**src/rtl/draw_arbiter.sv**
```systemverilog
`default_nettype none
// ============================================================================
// Module   : draw_arbiter
// Brief    : Round-robin arbiter/sequencer in front of the shared box-drawing engine.
// Revision : 1.0 - initial release
// ============================================================================
module draw_arbiter #(
    parameter int TIMEOUT = 1024
) (
    input  logic        clk,
    input  logic        reset_m,
    input  logic [2:0]  iReq,
    input  logic [26:0] iX,
    input  logic [23:0] iY,
    input  logic [8:0]  iCol,
    output logic [2:0]  oGrant,
    output logic [2:0]  oDone,
    output logic        oPlotBox,
    output logic [8:0]  oStart_X,
    output logic [7:0]  oStart_Y,
    output logic [2:0]  oColour,
    input  logic        iEngine_done,
    output logic        oBusy,
    output logic        oTimeout
);

    localparam int CW = (TIMEOUT > 2) ? $clog2(TIMEOUT) : 1;

    typedef enum logic [0:0] {
        S_IDLE = 1'b0,
        S_WAIT = 1'b1
    } state_t;

    state_t          r_state;
    logic [1:0]      r_last;
    logic [CW-1:0]   r_cnt;
    logic [2:0]      r_grant;
    logic [2:0]      r_done;
    logic            r_plot;
    logic            r_busy;
    logic            r_timeout;
    logic [8:0]      r_x;
    logic [7:0]      r_y;
    logic [2:0]      r_col;

    logic [1:0]      w_win;
    logic            w_done_ok;
    logic            w_expired;

    // Walk from lowest to highest priority so the nearest requester after
    // r_last is written last and wins.
    always_comb begin
        w_win = r_last;
        for (int k = 3; k >= 1; k--) begin
            if (iReq[(int'(r_last) + k) % 3]) begin
                w_win = 2'((int'(r_last) + k) % 3);
            end
        end
    end

    // A done seen while the counter is still 0 belongs to a previous draw.
    assign w_done_ok = iEngine_done && (r_cnt != '0);
    assign w_expired = (r_cnt == CW'(TIMEOUT - 1));

    always_ff @(posedge clk or posedge reset_m) begin
        if (reset_m) begin
            r_state   <= S_IDLE;
            r_last    <= 2'd2;
            r_cnt     <= '0;
            r_grant   <= '0;
            r_done    <= '0;
            r_plot    <= 1'b0;
            r_busy    <= 1'b0;
            r_timeout <= 1'b0;
            r_x       <= '0;
            r_y       <= '0;
            r_col     <= '0;
        end else begin
            r_grant <= '0;
            r_done  <= '0;
            r_plot  <= 1'b0;
            case (r_state)
                S_IDLE: begin
                    if (|iReq) begin
                        r_x     <= iX[9*int'(w_win) +: 9];
                        r_y     <= iY[8*int'(w_win) +: 8];
                        r_col   <= iCol[3*int'(w_win) +: 3];
                        r_grant <= 3'b001 << w_win;
                        r_plot  <= 1'b1;
                        r_busy  <= 1'b1;
                        r_cnt   <= '0;
                        r_last  <= w_win;
                        r_state <= S_WAIT;
                    end
                end
                S_WAIT: begin
                    r_cnt <= r_cnt + 1'b1;
                    if (w_done_ok || w_expired) begin
                        r_done  <= 3'b001 << r_last;
                        r_busy  <= 1'b0;
                        r_state <= S_IDLE;
                        if (!w_done_ok) begin
                            r_timeout <= 1'b1;
                        end
                    end
                end
                default: r_state <= S_IDLE;
            endcase
        end
    end

    assign oGrant   = r_grant;
    assign oDone    = r_done;
    assign oPlotBox = r_plot;
    assign oStart_X = r_x;
    assign oStart_Y = r_y;
    assign oColour  = r_col;
    assign oBusy    = r_busy;
    assign oTimeout = r_timeout;

endmodule
`default_nettype wire

```
**config.mk**
```make
export PLATFORM = sky130hd
export DESIGN_NAME = draw_arbiter
export DESIGN_NICKNAME = d
export VERILOG_FILES = /design/src/rtl/draw_arbiter.sv
export SDC_FILE = /design/constraint.sdc
export NUM_CORES = 1
export LEC_CHECK = 0
export CELL_PAD_IN_SITES_DETAIL_PLACEMENT = 2
export CELL_PAD_IN_SITES_GLOBAL_PLACEMENT = 2
export CORE_AREA = 2 2 98 100
export CTS_CLUSTER_SIZE = 40
export DETAILED_ROUTE_END_ITERATION = 10
export DIE_AREA = 0 0 100 102
export PLACE_DENSITY = 0.93
export SLEW_MARGIN = 20
export SYNTH_ARGS = -nofsm -noshare
export SYNTH_HDL_FRONTEND = slang
export SYNTH_SLANG_ARGS = --single-unit
```
**constraint.sdc**
```tcl
create_clock -name clk -period 4.6 [get_ports clk]
set_input_delay 1.38 -clock clk [delete_from_list [all_inputs] [get_ports clk]]
set_output_delay 1.38 -clock clk [all_outputs]
set_load 0.01 [all_outputs]
```
==> flow_summary.yaml, run 1 <==
sta:
  post-route-period-util_pct: 75.24
  layout_min_cycle_time_ps: 3461
  rsz0062_at_grt: "false"
  setup_viol: 0
  worst_slew_pin_slew_ps: 1023
  drv_slew: 0
  fin_skew_ps: 17.69
  clock.fmax_ghz: 0.2889
  finalSetupTns_ps: 0
  relSlewSlack_pct: 31.18
  hold_viol_final: 0
drt:
  wl_per_cell_um: 19.17
  drt_iter0_drc: 66
  vias: 2215
  drcViolationCount: 0
  routed_via_density: 4.978
  ant_nets: 0
  drtPass1Iterations: 4
  totalWireLength_um: 8531
clock_tree:
  hold_buffers: 0
  insertion_delay_ps: 300
  clkTransAtPathRegs_ps: 90
  post_cts_buffers: 0
  cts_sinks: 42
  clockBufferDepth: 2
  cts_resized: 0
  cts_max_level: 2
  cts_root_buf: "clkbuf_8"
  numCtsBuffers: 5
  cts_tree: "done"
cells_and_area:
  syn_to_final_growth_pct: 42.96
  n_antenna_cell: 0
  instances_no_fill: 445
  final_cell_mix: "94 x clkdlybuf4s50_1, 41 x dfrtp_1, 34 x nand2_1"
  fin_nets: 406
  final_common_cell: "clkdlybuf4s50_1"
  drive_gt1_share_pct: 12.87
synth:
  synth.distinct_cells: 46
  syn_avg_cell_area_sq_um: 10.35
  synthArstFlopShare_pct: 100.0
  synth_sequential_area_ratio_pct: 41.82
  synth_area_sq_um: 2516
  synth_ff_type: "dfrtp_1"
  synth_edf_count: 0
  ys_ff_latch: 42
  syn_inst: 243
  synth.net_count: 316
  yosys_warnings: 0
grt:
  gr-total-overflow: 0
  grt_max_degree: 43
  grt_pass1_wl_um: 13570
  antenna_found_initial: 0
  grt_pass1_vias: 2617
  track_usage_pct: 17.18
worst_setup_path:
  path_delay_family: "buffers and inverters"
  critPathKind: "in -> reg"
  worstPathArrival_ps: 3670
  required_ps: 4810
  start_kind: "input port"
  cp_slowest_cell: "clkdlybuf4s50_1"
  worst-path-buf-inv: 2
  crit_path_max_fanout: 17
  max_stage_delay_ps: 620
  endpoint_kind: "flip-flop"
  crit_chain: "clkdlybuf4s50_1 -> nor3b_1 -> a311o_1 -> a21oi_2 -> nor2_1 -> nand2_1 -> buf_4 -> o221ai_1"
floorplanning:
  dieArea_sq_um: 10200
  die_x_um: 100
  dieHeight_um: 102
  core_sq_um: 9109
  initial_core_util_pct: 27.62
  num_rows: 35
  ioPinCount: 95
power_and_ir_drop:
  ir_drop_v: 0.0001925
  p_per_area_nw_per_um2: 598.4
  p_leak_nw: 1.560
placed_design:
  dp.cells: 437
  gp_congestion: 0.7350
  port_buffers: 94
  dp_hpwl_um: 6386
status:
  run_status: "finished, final reports clean"
hold_path:
  min_path_type: "reg -> reg"
flow_run:
  max_cap_violations: 0
## registers in the layout (all words and copies together), names as in the netlist
| register | cells |
|---|---|
| r_cnt | 10 |
| oPlotBox | 1 |
| oTimeout | 1 |
| oStart_X | 9 |
| r_state | 1 |
| oDone | 3 |
| oColour | 3 |
| oStart_Y | 8 |
| r_last | 2 |
| oGrant | 3 |
| oBusy | 1 |
## metrics by stage
step	power [mW]	util, %	worst slack, ps	hold slack, ps	area, sq um
after floorplan	1.467	-	1630	459.5	2516
after global placement	1.847	38.46	888.4	467.8	3503
after detailed placement	1.919	38.46	792.3	470.2	3503
after CTS	2.191	39.49	1140	503.8	3597
after global routing	2.322	39.49	906.5	533.7	3597
final	2.152	39.49	1139	495.1	3597
## layer usage
layer	GRT usage, %	vias up	part of all wire, %
met3	3.420	9	4.5
li1	-	1031	-
met1	18.59	1113	40
met5	0	-	0
met4	3.372	0	1.1
met2	34.56	62	54
## kinds of logic (layout without fill, tap and decap cells)
kind of cell / after synthesis / after routing / synth area share (%)
xor gates and xnor gates: 2 / 2 / 0.6963
adders and majority gates: 7 / 7 / 3.481
muxes: 24 / 24 / 9.846
buffers and inverters: 47 / 138 / 9.498
and+or+nand+nor: 71 / 71 / 13.43
DFF: 42 / 42 / 41.82
AOI/OAI and AO/OA: 50 / 50 / 21.23
## final cells by class
type / instances / area, sq um
flip-flops and latches: 42 / 1052
clock buffers: 5 / 68.82
inverters: 33 / 123.9
multi-input cells: 154 / 1225
well taps: 111 / 138.9
clock inverters: 3 / 25.02
fillers: 980 / 5512
repair buffers: 97 / 963.4
## power breakdown
group          internal, mW  switching, mW
sequential            0.511          0.103
combinational         0.608          0.675
clock                 0.110          0.145
## path summary, 6_finish.rpt
| kind | from | to | slack (ps) | cells after the start |
|---|---|---|---|---|
| max in group asynchronous | reset_m | oDone[0]$_DFF_PP0_ | 2400 | 2 |
| max reg2reg | r_last[0]$_DFFE_PP0P_ | oStart_Y[2]$_DFFE_PP0P_ | 1690 | 9 |
| max | iReq[1] | oStart_X[7]$_DFFE_PP0P_ | 1140 | 8 |
| min | oBusy$_DFFE_PP0P_ | oBusy$_DFFE_PP0P_ | 500 | 2 |
| min in group asynchronous | reset_m | oStart_Y[7]$_DFFE_PP0P_ | 1590 | 2 |
| min reg2reg | oBusy$_DFFE_PP0P_ | oBusy$_DFFE_PP0P_ | 500 | 2 |
## cells in the mapped netlist (2+ instances only)
cell type,number,share of area [%]
a22o_1,3,1.0
inv_1,30,4.5
inv_2,3,0.45
nand3_1,7,1.4
and3_1,6,1.5
o221ai_1,2,0.70
nor2b_1,4,0.99
nor2_1,9,1.3
dfrtp_1,41,41
mux2i_1,21,8.4
nand3b_1,2,0.60
buf_6,8,3.6
o221ai_2,19,11
o21ai_0,10,2.0
clkbuf_1,3,0.45
buf_2,2,0.40
nor4_1,2,0.50
nand2_1,34,5.1
o21ai_1,2,0.40
mux2_2,2,0.90
o211ai_1,2,0.60
ha_1,7,3.5
## tightest hold or removal path, stage by stage, from the launching register on
cell	delay, ps
dfrtp_1	360
nand2_1	50
nand2_1	60
(Power assumes the default switching activity.)
==> inputs of run 2 (changes only) <==
--- a/config.mk
+++ b/config.mk
@@ -7,11 +7,11 @@
 export LEC_CHECK = 0
 export CELL_PAD_IN_SITES_DETAIL_PLACEMENT = 2
 export CELL_PAD_IN_SITES_GLOBAL_PLACEMENT = 2
-export CORE_AREA = 2 2 98 100
+export CORE_AREA = 2 2 106 108
 export CTS_CLUSTER_SIZE = 40
 export DETAILED_ROUTE_END_ITERATION = 10
-export DIE_AREA = 0 0 100 102
-export PLACE_DENSITY = 0.93
+export DIE_AREA = 0 0 108 110
+export PLACE_DENSITY = 0.85
 export SLEW_MARGIN = 20
 export SYNTH_ARGS = -nofsm -noshare
 export SYNTH_HDL_FRONTEND = slang
==> constraint.sdc (replaced) <==
create_clock -name clk -period 2.88 [get_ports clk]
set_input_delay 0.864 -clock clk [delete_from_list [all_inputs] [get_ports clk]]
set_output_delay 0.864 -clock clk [all_outputs]
set_load 0.01 [all_outputs]
==> run 2 against run 1 <==
  * Clock power is 130% higher
  * Clock skew decreased by 6.7 ps
  * Die area rose by 16%
  * Clock-buffer cell count unchanged
  * Largest cell class unchanged
  * Highest routed layer unchanged
==> flow_summary.yaml, run 2 (synthesis results as in run 1) <==
cells_and_area:
  final_cell_mix: "94 x clkdlybuf4s50_1, 41 x dfrtp_1, 34 x nand2_1"
  final_area_sq_um: 3859
  largest_register: "r_cnt"
  largest_reg_flops: 10
  n_antenna_cell: 0
  instances_no_fill: 494
  drive_gt1_share_pct: 18.93
  fin_nets: 426
  fin_util_pct: 36.07
  final_common_cell: "clkdlybuf4s50_1"
  syn_to_final_growth_pct: 53.36
worst_setup_path:
  cp_slowest_cell: "or3_4"
  start_kind: "input port"
  critPathKind: "in -> reg"
  worstPathArrival_ps: 2930
  r2r_end: "oStart_X[7]$_DFFE_PP0P_"
  rrSetupSlack_ps: 240
  crit_path_max_fanout: 11
  endpoint_kind: "flip-flop"
  reg2reg_from: "r_last[1]$_DFFE_PP1P_"
  cpMostUsedCell: "buf_4"
  r2r_cells: 8
  required_ps: 3080
  max_stage_delay_ps: 510
  crit_chain: "clkdlybuf4s50_1 -> buf_4 -> mux2i_2 -> buf_4 -> o21ai_0 -> nand3_1 -> a21oi_2 -> or3_4 -> o221ai_1"
sta:
  worst_slew_pin_slew_ps: 475.0
  clock.fmax_ghz: 0.3665
  worst_slack_ps: 151.3
  hold_slack_ps: 492.0
  setup_viol: 0
  fin_skew_ps: 10.96
  rsz0062_at_grt: "false"
  relSlewSlack_pct: 68.12
  finalSetupTns_ps: 0
  drv_slew: 0
  layout_min_cycle_time_ps: 2729
  hold_viol_final: 0
  post-route-period-util_pct: 94.75
drt:
  drtPass1Iterations: 4
  wl_per_cell_um: 16.71
  ant_nets: 0
  routed_via_density: 4.581
  drt_iter0_drc: 63
  drcViolationCount: 0
  vias: 2263
  totalWireLength_um: 8254
grt:
  grt_pass1_wl_um: 12770
  grt_pass1_vias: 2467
  grt_max_degree: 22
  antenna_found_initial: 0
  gr-total-overflow: 0
  track_usage_pct: 13.69
clock_tree:
  cts_max_level: 2
  hold_buffers: 0
  numCtsBuffers: 5
  insertion_delay_ps: 300
  cts_sinks: 42
  clockBufferDepth: 2
  cts_root_buf: "clkbuf_8"
  clkTransAtPathRegs_ps: 90
  cts_tree: "done"
power_and_ir_drop:
  power_mw: 3.809
  p_leak_nw: 1.685
  ir_drop_v: 0.0004203
  p_per_area_nw_per_um2: 987.1
flow_run:
  max_cap_violations: 0
floorplanning:
  dieArea_sq_um: 11880
  core_sq_um: 10700
  num_rows: 38
  dieHeight_um: 110
  ioPinCount: 95
  die_x_um: 108
  initial_core_util_pct: 23.52
hold_path:
  min_path_cells: 2
  hold_path_end: "oBusy$_DFFE_PP0P_"
  min_path_type: "reg -> reg"
  min_from: "oBusy$_DFFE_PP0P_"
status:
  run_status: "finished, final reports clean"
placed_design:
  gp_congestion: 0.8111
  dp.cells: 485
  post-place-ws_ps: -206.6
  dp_hpwl_um: 6474
  port_buffers: 94
  placed_cell_area_sq_um: 3695
run 2: changes by cell type in the layout (fill, tap and decap cells not counted), sizes merged:
cell and change:
buf +19, inv -1, bufinv +2, or3 +1, clkinvlp -1
run 2: worst max-delay path by stage:
stage / startpoint / end / slack (ps)
2_1_floorplan: iReq[1] / oStart_X[0]$_DFFE_PP0P_ / 430
3_3_place_gp: iReq[1] / oStart_X[7]$_DFFE_PP0P_ / -110
3_5_place_dp: iReq[1] / oStart_X[7]$_DFFE_PP0P_ / -210
4_1_cts: r_last[1]$_DFFE_PP1P_ / oStart_X[7]$_DFFE_PP0P_ / 60
5_1_grt: iReq[1] / oStart_X[7]$_DFFE_PP0P_ / 20
6_report: iReq[1] / oStart_X[7]$_DFFE_PP0P_ / 150
run 2: power by group:
| part | internal (mW) | total (mW) | switching, mW |
|---|---|---|---|
| clock | 0.348 | 0.575 | 0.227 |
| combinational | 1.13 | 2.25 | 1.12 |
| sequential | 0.816 | 0.982 | 0.166 |
| total | 2.30 | 3.81 | 1.51 |
run 2: critical path: cells and delay by family:
kind	cells	cell delay (ps)
AO/OA/AOI/OAI	3	420
buffers and inverters	3	820
multiplexers	1	200
AND/OR/NAND/NOR	2	630
run 2: cell type report:
cell class,count,area (sq um)
clock inverters,3,68.82
clock buffers,5,68.82
multi-input cells,155,1251
fillers,1162,6839
repair buffers,116,1119
inverters,33,123.9
well taps,140,175.2
flip-flops and latches,42,1052
run 2: what timing repair did:
action                     CTS  global route
resized for setup            0             5
setup buffers                0             0
setup endpoints to repair    0            16
run 2: routing by layer:
metal | GRT usage, % | wire length (um) | share of wire, %
met5 | 0 | 0 | 0
met4 | 2.747 | 66 | 0.80
met3 | 3.527 | 511 | 6.2
met2 | 25.70 | 4192 | 51
met1 | 15.71 | 3483 | 42
==> inputs of run 3 (changes only) <==
--- a/config.mk
+++ b/config.mk
@@ -5,13 +5,14 @@
 export SDC_FILE = /design/constraint.sdc
 export NUM_CORES = 1
 export LEC_CHECK = 0
+export ABC_AREA = 1
 export CELL_PAD_IN_SITES_DETAIL_PLACEMENT = 2
 export CELL_PAD_IN_SITES_GLOBAL_PLACEMENT = 2
-export CORE_AREA = 2 2 106 108
+export CORE_AREA = 2 2 114 116
 export CTS_CLUSTER_SIZE = 40
 export DETAILED_ROUTE_END_ITERATION = 10
-export DIE_AREA = 0 0 108 110
-export PLACE_DENSITY = 0.85
+export DIE_AREA = 0 0 116 118
+export PLACE_DENSITY = 0.86
 export SLEW_MARGIN = 20
 export SYNTH_ARGS = -nofsm -noshare
 export SYNTH_HDL_FRONTEND = slang
==> run 3 against run 2 <==
  * Utilization is 4.3 points lower
  * Die area increased by 15%
  * Synthesized cell count rose by 52%
  * Combinational power increased by 41%
  * Flip-flop and latch count unchanged
==> flow_summary.yaml, run 3 <==
status:
  run_status: "finished, final reports clean"
drt:
  ant_nets: 0
  totalWireLength_um: 9495
  drtPass1Iterations: 5
  vias: 2810
  drcViolationCount: 0
  routed_via_density: 4.418
  drt_iter0_drc: 88
  wl_per_cell_um: 14.93
sta:
  relSlewSlack_pct: 63.04
  setup_viol: 0
  rsz0062_at_grt: "false"
  drv_slew: 0
  layout_min_cycle_time_ps: 2596
  finalSetupTns_ps: 0
  post-route-period-util_pct: 90.13
  clock.fmax_ghz: 0.3853
  hold_viol_final: 0
  fin_skew_ps: 9.299
  worst_slew_pin_slew_ps: 554.4
power_and_ir_drop:
  ir_drop_v: 0.0005753
  p_leak_nw: 1.917
  p_per_area_nw_per_um2: 1196
synth:
  synth_ff_type: "dfrtp_1"
  yosysMostFrequentCell: "nand2_1"
  synth_edf_count: 0
  synth_area_sq_um: 2674
  synthArstFlopShare_pct: 100.0
  synthTopCellsByCount: "113 x nand2_1, 58 x nand3_1, 49 x inv_1"
  ys_ff_latch: 42
  synth_sequential_area_ratio_pct: 39.35
  netlist.area_leader.share_pct: 38.37
  syn_avg_cell_area_sq_um: 7.246
  synthTopCellsByArea: "dfrtp_1 38%, nand2_1 16%, nand3_1 11%"
  synth.distinct_cells: 34
  yosys_warnings: 0
  synth_top_cell_by_area: "dfrtp_1"
  synth.net_count: 442
  syn_inst: 369
grt:
  grt_max_degree: 43
  grt_pass1_wl_um: 16180
  grt_pass1_vias: 3192
  gr-total-overflow: 0
  antenna_found_initial: 0
  track_usage_pct: 14.63
worst_setup_path:
  start_kind: "flip-flop"
  r2r_cells: 14
  endpoint_kind: "flip-flop"
  required_ps: 3050
  crit_path_max_fanout: 11
  worstPathArrival_ps: 2760
  critPathKind: "reg -> reg"
clock_tree:
  cts_root_buf: "clkbuf_16"
  cts_sinks: 42
  cts_resized: 0
  insertion_delay_ps: 290
  cts_max_level: 2
  post_cts_buffers: 0
  cts_tree: "done"
  numCtsBuffers: 5
  clockBufferDepth: 2
  clkTransAtPathRegs_ps: 60
  hold_buffers: 0
floorplanning:
  initial_core_util_pct: 21.54
  core_sq_um: 12410
  dieHeight_um: 118
  num_rows: 41
  die_x_um: 116
  ioPinCount: 95
  dieArea_sq_um: 13690
placed_design:
  port_buffers: 94
  dp.cells: 628
  gp_congestion: 0.7937
  dp_hpwl_um: 7503
cells_and_area:
  drive_gt1_share_pct: 11.64
  instances_no_fill: 636
  largest_register: "r_cnt"
  final_common_cell: "nand2_1"
  largest_reg_flops: 10
  n_antenna_cell: 0
  fin_nets: 536
  n_fill_cell: 1503
  final_cell_mix: "113 x nand2_1, 94 x clkdlybuf4s50_1, 58 x nand3_1"
  syn_to_final_growth_pct: 47.31
hold_path:
  min_path_cells: 1
  min_path_type: "reg -> reg"
flow_run:
  max_cap_violations: 0
[run 3: layout make-up]
class | instances | area, sq um | area share, %
tap | 172 | 215.2 | 5.464
clock inverter | 2 | 13.76 | 0.3494
clock buffer | 6 | 128.9 | 3.272
inverter | 57 | 215.2 | 5.464
multi-input combinational | 254 | 1305 | 33.13
sequential | 42 | 1052 | 26.72
timing repair buffer | 103 | 1008 | 25.60
[run 3: kinds of logic after synthesis]
group	count (synthesis)	share of synthesized area, %
simple gates	224	40.24
flops	42	39.35
compound gates	21	4.586
xor+xnor	1	0.3276
fa+ha+maj	7	3.275
buf+inv	73	11.84
mux	1	0.3744
[run 3: power breakdown]
part           internal, mW  leakage, nW  total, mW  switching [mW]
Combinational          1.20         1.32       3.18            1.98
Sequential            0.825        0.531      0.982           0.157
Clock                 0.322       0.0708      0.552           0.231
Total                  2.34         1.92       4.71            2.37
[run 3: per-layer routing]
metal | global-route usage (%) | wire [um]
met1 | 17.32 | 3880
met2 | 26.46 | 4972
met3 | 3.811 | 573
met4 | 2.679 | 70
met5 | 0 | 0
[run 3: final timing paths]
check	to	slack, ps	startpoint
min in group asynchronous	oStart_Y[2]$_DFFE_PP0P_	1030	reset_m
worst min register to register	oTimeout$_DFFE_PP0P_	470	oTimeout$_DFFE_PP0P_
worst min-delay path	oTimeout$_DFFE_PP0P_	470	oTimeout$_DFFE_PP0P_
worst max-delay path	oStart_Y[0]$_DFFE_PP0P_	280	r_last[1]$_DFFE_PP1P_
worst max register to register	oStart_Y[0]$_DFFE_PP0P_	280	r_last[1]$_DFFE_PP1P_
max in group asynchronous	r_last[1]$_DFFE_PP1P_	1460	reset_m
[run 3: worst max-delay path, stage by stage, from the launching register on]
cell and delay (ps):
dfstp_2 550, inv_1 90, ha_1 490, clkinv_2 140
nand2_1 100, nand2_1 50, nand2_1 60, nand2_1 90
inv_2 80, nand2_2 80, nand2_2 230, buf_4 240
nand2_1 80, nand3_1 100, nand3_2 80
[run 3: metrics by stage]
stage | utilization, % | hold WS [ps] | cell area, sq um | total power, mW | setup WS (ps)
floorplan | - | 471.8 | 2674 | 3.094 | 858.2
global placement | 30.58 | 460.8 | 3796 | 4.036 | 70.47
detailed placement | 30.58 | 471.0 | 3796 | 4.200 | 22.18
CTS | 31.73 | 485.4 | 3939 | 4.816 | 251.1
global route | 31.73 | 492.5 | 3939 | 5.208 | 7.737
finish | 31.73 | 471.4 | 3939 | 4.711 | 284.3
